File: src/rtl/hh_pkg.sv
// Shared types and constants for the Hodgkin-Huxley spike decoder.
package hh_pkg;

  localparam int unsigned V_W = 16;

  // Default thresholds in signed mV.
  localparam int THRESH_HI_DEF = 0;
  localparam int THRESH_LO_DEF = -50;

  typedef enum logic [1:0] {
    StIdle,
    StArmed,
    StAbove,
    StRefract
  } hh_state_e;

  // One queued spike event: inter-spike interval and peak potential.
  typedef struct packed {
    logic        [15:0] isi;
    logic signed [15:0] peak;
  } hh_evt_t;

  // Saturating 16-bit increment; the ISI must never wrap.
  function automatic logic [15:0] sat_inc16(input logic [15:0] x);
    return (x == 16'hFFFF) ? x : x + 16'd1;
  endfunction

endpackage

File: src/rtl/hh_evt_fifo.sv
// Small synchronous FIFO for spike event records. Push while full is only
// performed when a pop happens on the same edge; drop policy lives in the parent.
module hh_evt_fifo #(
  parameter int unsigned WIDTH = 32,
  parameter int unsigned DEPTH = 4
) (
  input  logic             clk_i,
  input  logic             reset_i,
  input  logic             push_i,
  input  logic [WIDTH-1:0] data_i,
  input  logic             pop_i,
  output logic             full_o,
  output logic             empty_o,
  output logic [WIDTH-1:0] head_o
);

  localparam int unsigned AW = $clog2(DEPTH);

  // Pointers carry one extra wrap bit to tell full from empty.
  logic [AW:0]      wr_ptr_q, rd_ptr_q;
  logic [WIDTH-1:0] mem_q [DEPTH];
  logic             do_push, do_pop;

  assign empty_o = (wr_ptr_q == rd_ptr_q);
  assign full_o  = (wr_ptr_q[AW] != rd_ptr_q[AW]) &&
                   (wr_ptr_q[AW-1:0] == rd_ptr_q[AW-1:0]);
  assign do_pop  = pop_i && !empty_o;
  assign do_push = push_i && (!full_o || pop_i);
  assign head_o  = mem_q[rd_ptr_q[AW-1:0]];

  // Storage write; contents need no reset since the head is qualified by empty.
  always_ff @(posedge clk_i) begin
    if (do_push) begin
      mem_q[wr_ptr_q[AW-1:0]] <= data_i;
    end
  end

  // Read/write pointer update.
  always_ff @(posedge clk_i) begin
    if (reset_i) begin
      wr_ptr_q <= '0;
      rd_ptr_q <= '0;
    end else begin
      if (do_push) wr_ptr_q <= wr_ptr_q + (AW + 1)'(1);
      if (do_pop)  rd_ptr_q <= rd_ptr_q + (AW + 1)'(1);
    end
  end

endmodule

File: src/rtl/hh_spike_decoder.sv
// Turns a membrane-potential sample stream into spike pulses and queued
// {ISI, peak} event records, using hysteresis plus a refractory window.
module hh_spike_decoder
  import hh_pkg::*;
#(
  parameter int          THRESH_HI  = THRESH_HI_DEF,
  parameter int          THRESH_LO  = THRESH_LO_DEF,
  parameter int unsigned REFRACT    = 4,
  parameter int unsigned FIFO_DEPTH = 4
) (
  input  logic                  clk,
  input  logic                  reset,
  input  logic                  v_valid,
  input  logic signed [V_W-1:0] v_in,
  output logic                  spike,
  output logic                  armed,
  output logic                  evt_valid,
  input  logic                  evt_ready,
  output logic        [V_W-1:0] evt_isi,
  output logic signed [V_W-1:0] evt_peak,
  output logic                  overflow
);

  localparam logic signed [V_W-1:0] ThHi       = V_W'(THRESH_HI);
  localparam logic signed [V_W-1:0] ThLo       = V_W'(THRESH_LO);
  localparam logic        [15:0]    RefractVal = 16'(REFRACT);

  hh_state_e                state_q;
  logic        [15:0]       cnt_q;
  logic        [15:0]       rcnt_q;
  logic        [15:0]       isi_q;
  logic signed [V_W-1:0]    peak_q;
  logic                     spike_q;
  logic                     overflow_q;

  logic    ge_hi, le_lo, onset, fall, pop, drop;
  logic    fifo_full, fifo_empty;
  hh_evt_t push_rec, head;

  assign ge_hi = (v_in >= ThHi);
  assign le_lo = (v_in <= ThLo);
  assign onset = v_valid && (state_q == StArmed) && ge_hi;
  // The sample that ends a spike is the one that pushes its record.
  assign fall  = v_valid && (state_q == StAbove) && !ge_hi;
  assign pop   = evt_ready && !fifo_empty;
  assign drop  = fall && fifo_full && !pop;

  assign push_rec = '{isi: isi_q, peak: peak_q};

  hh_evt_fifo #(
    .WIDTH($bits(hh_evt_t)),
    .DEPTH(FIFO_DEPTH)
  ) u_fifo (
    .clk_i  (clk),
    .reset_i(reset),
    .push_i (fall),
    .data_i (push_rec),
    .pop_i  (pop),
    .full_o (fifo_full),
    .empty_o(fifo_empty),
    .head_o (head)
  );

  // Detector FSM, ISI/refractory counters and registered pulse/sticky outputs.
  always_ff @(posedge clk) begin
    if (reset) begin
      state_q    <= StIdle;
      cnt_q      <= '0;
      rcnt_q     <= '0;
      isi_q      <= '0;
      peak_q     <= '0;
      spike_q    <= 1'b0;
      overflow_q <= 1'b0;
    end else begin
      spike_q <= onset;
      if (drop) overflow_q <= 1'b1;
      if (v_valid) begin
        cnt_q <= onset ? 16'd0 : sat_inc16(cnt_q);
        unique case (state_q)
          StIdle: begin
            if (le_lo) state_q <= StArmed;
          end
          StArmed: begin
            if (ge_hi) begin
              state_q <= StAbove;
              isi_q   <= sat_inc16(cnt_q);
              peak_q  <= v_in;
            end
          end
          StAbove: begin
            if (ge_hi) begin
              if (v_in > peak_q) peak_q <= v_in;
            end else begin
              rcnt_q  <= RefractVal;
              state_q <= StRefract;
            end
          end
          StRefract: begin
            if (rcnt_q != 16'd0) begin
              rcnt_q <= rcnt_q - 16'd1;
            end else if (le_lo) begin
              state_q <= StArmed;
            end
          end
          default: state_q <= StIdle;
        endcase
      end
    end
  end

  assign spike     = spike_q;
  assign armed     = (state_q == StArmed);
  assign overflow  = overflow_q;
  assign evt_valid = !fifo_empty;
  // Hold the head at zero when nothing is queued so stale entries stay hidden.
  assign evt_isi   = fifo_empty ? '0 : head.isi;
  assign evt_peak  = fifo_empty ? '0 : head.peak;

endmodule

File: config.mk
export PLATFORM = sky130hd
export DESIGN_NAME = hh_spike_decoder
export DESIGN_NICKNAME = d
export VERILOG_FILES = /design/src/rtl/hh_pkg.sv /design/src/rtl/hh_evt_fifo.sv /design/src/rtl/hh_spike_decoder.sv
export SDC_FILE = /design/constraint.sdc
export NUM_CORES = 1
export LEC_CHECK = 0
export BUFFER_PORTS_ARGS = -buffer_cell sky130_fd_sc_hd__buf_2
export CELL_PAD_IN_SITES_DETAIL_PLACEMENT = 0
export CELL_PAD_IN_SITES_GLOBAL_PLACEMENT = 2
export CORE_ASPECT_RATIO = 1.5
export CORE_MARGIN = 1
export CORE_UTILIZATION = 46
export DETAILED_ROUTE_END_ITERATION = 12
export PLACE_DENSITY = 0.95
export SLEW_MARGIN = 20
export SYNTH_ARGS = -nofsm -noshare
export SYNTH_HDL_FRONTEND = slang
export SYNTH_HIERARCHICAL = 1
export SYNTH_SLANG_ARGS = --single-unit
File: constraint.sdc
create_clock -name clk -period 5.35 [get_ports clk]
set_input_delay 0.2675 -clock clk [delete_from_list [all_inputs] [get_ports clk]]
set_output_delay 0.2675 -clock clk [all_outputs]
set_load 0.005 [all_outputs]
==> results_dict.tcl <==
set metrics [dict create \
    synth_top_family_by_area "simple AND/OR/NAND/NOR gates" \
    synthCells 710 \
    setup_viol 0 \
    crit_chain "xnor2_2 > nand2_1 > nor2_2 > buf_4 > nor2b_1 > inv_2 > a41oi_2 > and2_1 > buf_4" \
    area_growth_pct 12.5 \
    synth-simple-area-share 0.135 \
    rows 62 \
    cp_data_required_time_ns 5.47 \
    reg2reg_setup_slack_ns 2.62 \
    synthXorXnorAreaFrac 0.0227 \
    gp_congestion 0.912 \
    max_freq_ghz 0.366 \
    rsz0062_at_grt "no" \
    worst_pin_slew_ns 0.715 \
    netlist_top_cells_area "edfxtp_1 (42%), dfxtp_1 (17%), mux4_2 (7.9%)" \
    clk_path_buf_depth 3 \
    muxShareOfSynthArea 0.0914 \
    finalHoldViolations 0 \
    vias 5748 \
    min_period_ns 2.73 \
    htreeDepth 1 \
    cts_tree "yes" \
    syn-num-nets 757 \
    ctsHoldBuffers 0 \
    numCtsBuffers 19 \
    period_share 0.510 \
    yosys.area.top_type_share 0.423 \
    p_leak_nw 3.61 \
    wl_mm 17.8 \
    hold_depth 3 \
    synth_area_leader_cell "edfxtp_1" \
    final_layout_size_suffix_gt1_frac 0.189 \
    grt_pass1_vias 5880 \
    status "complete, no violations" \
    slew_violations 0 \
    power_mw 3.25 \
    postPlaceCellArea_sq_um 9620 \
    synth.distinct_cells 67 \
    grt_max_degree 69 \
    yosysWarnings 6 \
    io_buffers 55 \
    syn_avg_cell_area_sq_um 12.8 \
    route.detailed.vias_per_inst 5.60 \
    fin_nets 805 \
    antenna_found_initial 0 \
    die_x_um 117 \
    holdPathEnd "peak_q[3]" \
    max_cap_violations 0 \
    ys_seq_elements 204 \
    crit_top_cell "buf_4" \
    r2r-start "u_fifo/wr_ptr_q[1]" \
    cp_data_arrival_time_ns 2.85 \
    syn_area_sq_um 9080 \
    grt_overflow_total 0 \
    ys_async_sr_fraction 0 \
    cts_sinks 204 \
    clock_latency_ns 0.49 \
    synth_flop_cell "edfxtp_1" \
    critPathMaxStageDelay_ns 0.45 \
    die_area_sq_um 20300 \
    finClkSkew_ns 0.0156 \
    fp.dieH_um 174 \
    grt.total_usage 0.184 \
    setup_tns_ns 0 \
    peakVddDrop_mv 0.239 \
    p_per_area_nw_per_um2 318 \
    core_area_sq_um 19200 \
    cts.repair.resized 0 \
    cp_slowest_cell "dfxtp_1" \
    synth_edf_count 128 \
    cts-root-buf "clkbuf_16" \
    r2r-end "u_fifo/mem_q[2][11]" \
    slew_headroom 0.523 \
    wl_per_cell_um 17.4 \
    drt_iter0_drc 313 \
    hold_path.class "primary input to flop" \
    grt_pass1_wl_mm 29.4 \
    crit_path_max_fanout 34 \
    seq_area_frac_synth 0.591 \
    startpoint_type "flop" \
    route.detailed.drc 0 \
    drt_pass1_iterations 4 \
    synth_compound_area_frac 0.0861 \
    crit_type "flop to flop" \
    cp-end-kind "flop" \
    ff2ff_path_depth 9 \
    antenna-diode-count 0 \
    antenna_left 0 \
    fin_area_sq_um 10200 \
    min-delay-start "v_in[3]" \
    dpl.hpwl_mm 12.5 \
    post_cts_buffers 0 \
    io_pins 56 \
    synth_fa_ha_area_frac 0.0372 \
    initial_utilization 0.472 \
    path_clk_slew_ns 0.07 \
]
==> where the power goes <==
group          switching, mW  internal (mW)  leakage, nW
Clock                  0.564          0.728        0.294
Combinational          0.147         0.0995         1.46
Sequential            0.0274           1.69         1.85
Total                  0.739           2.51         3.61
==> placed cells by master (no fill, tap or decap), types with 27 or more instances in the layout <==
cell type    n
ha_1        27
nor2b_1     38
dfxtp_1     75
mux4_2      32
inv_1       48
nor2_1      40
buf_2       55
edfxtp_1   128
nand2_1     27
a21oi_1     28
==> state kept, by name (all words and copies together), names as in the netlist, named ones only <==
signal	cells
peak_q	16
cnt_q	16
u_fifo/rd_ptr_q	3
state_q	2
rcnt_q	16
u_fifo/mem_q	128
overflow	1
u_fifo/wr_ptr_q	3
spike	1
isi_q	16
==> through the flow <==
stage,std cells,util,hold slack (ns),setup WS (ns)
after detailed placement,993,0.500,0.460,2.59
after CTS,1027,0.531,0.0359,2.44
after global placement,993,0.500,0.447,2.76
final,1027,0.531,0.0582,2.62
after global routing,1027,0.531,0.0689,2.39
after floorplan,710,-,0.405,2.00
==> metal layers <==
layer  vias up  share of wire  track usage
li1       2775              -            -
met1      2810           0.42        0.228
met2       130           0.52        0.330
met3        33          0.038       0.0185
met4         0          0.027       0.0638
met5         -              0            0
==> critical path, delay by kind of cell (launching register included) <==
| family | cells | cell delay, ns |
|---|---|---|
| buffers and inverters | 3 | 0.77 |
| AND/OR/NAND/NOR | 4 | 0.67 |
| flip-flops | 1 | 0.45 |
| AO/OA/AOI/OAI | 1 | 0.28 |
| XOR/XNOR | 1 | 0.19 |
==> cell usage after synthesis (3+ instances only) <==
cell type / number
nand3b_1: 6
a211oi_1: 15
clkbuf_1: 28
or3_1: 12
xor2_1: 8
buf_4: 3
a31oi_1: 6
buf_1: 4
nand3_1: 14
nand4_1: 19
mux2i_1: 6
o31ai_1: 3
dfxtp_1: 76
mux2_1: 3
o211ai_1: 5
and4_1: 4
nand2_1: 27
nor4_1: 5
nand2b_1: 10
and3_1: 9
xnor2_1: 10
inv_1: 48
o32ai_1: 17
mux4_2: 32
a311oi_1: 3
nor2b_1: 38
or4_1: 3
and2_1: 4
edfxtp_1: 128
nor3_1: 8
nor2_1: 41
ha_1: 27
nor3b_1: 3
o21ai_0: 18
a21oi_1: 28
==> cells by family after synthesis <==
logic type | count (synthesis)
flip-flops | 204
adder cells (fa/ha/maj) | 27
AND/OR/NAND/NOR | 217
AO/OA/AOI/OAI | 113
buffers and inverters | 86
XOR/XNOR | 21
multiplexers | 42
==> worst max path at each step <==
stage / startpoint / endpoint
after floorplan: u_fifo/wr_ptr_q[1] / u_fifo/wr_ptr_q[2]
after global placement: u_fifo/rd_ptr_q[2] / u_fifo/mem_q[1][24]
after detailed placement: u_fifo/wr_ptr_q[1] / u_fifo/mem_q[0][24]
after CTS: flop / evt_peak[7]
after global routing: peak_q[15] / peak_q[5]
final: u_fifo/wr_ptr_q[1] / u_fifo/mem_q[2][11]
==> layout make-up <==
type / count / area [sq um]
clock inverter: 10 / 92.6
tap: 256 / 320
multi-input combinational: 420 / 3400
clock buffer: 24 / 504
inverter: 49 / 184
sequential: 204 / 5370
timing repair buffer: 64 / 343
fill: 1671 / 9020
(Power assumes the default switching activity.)
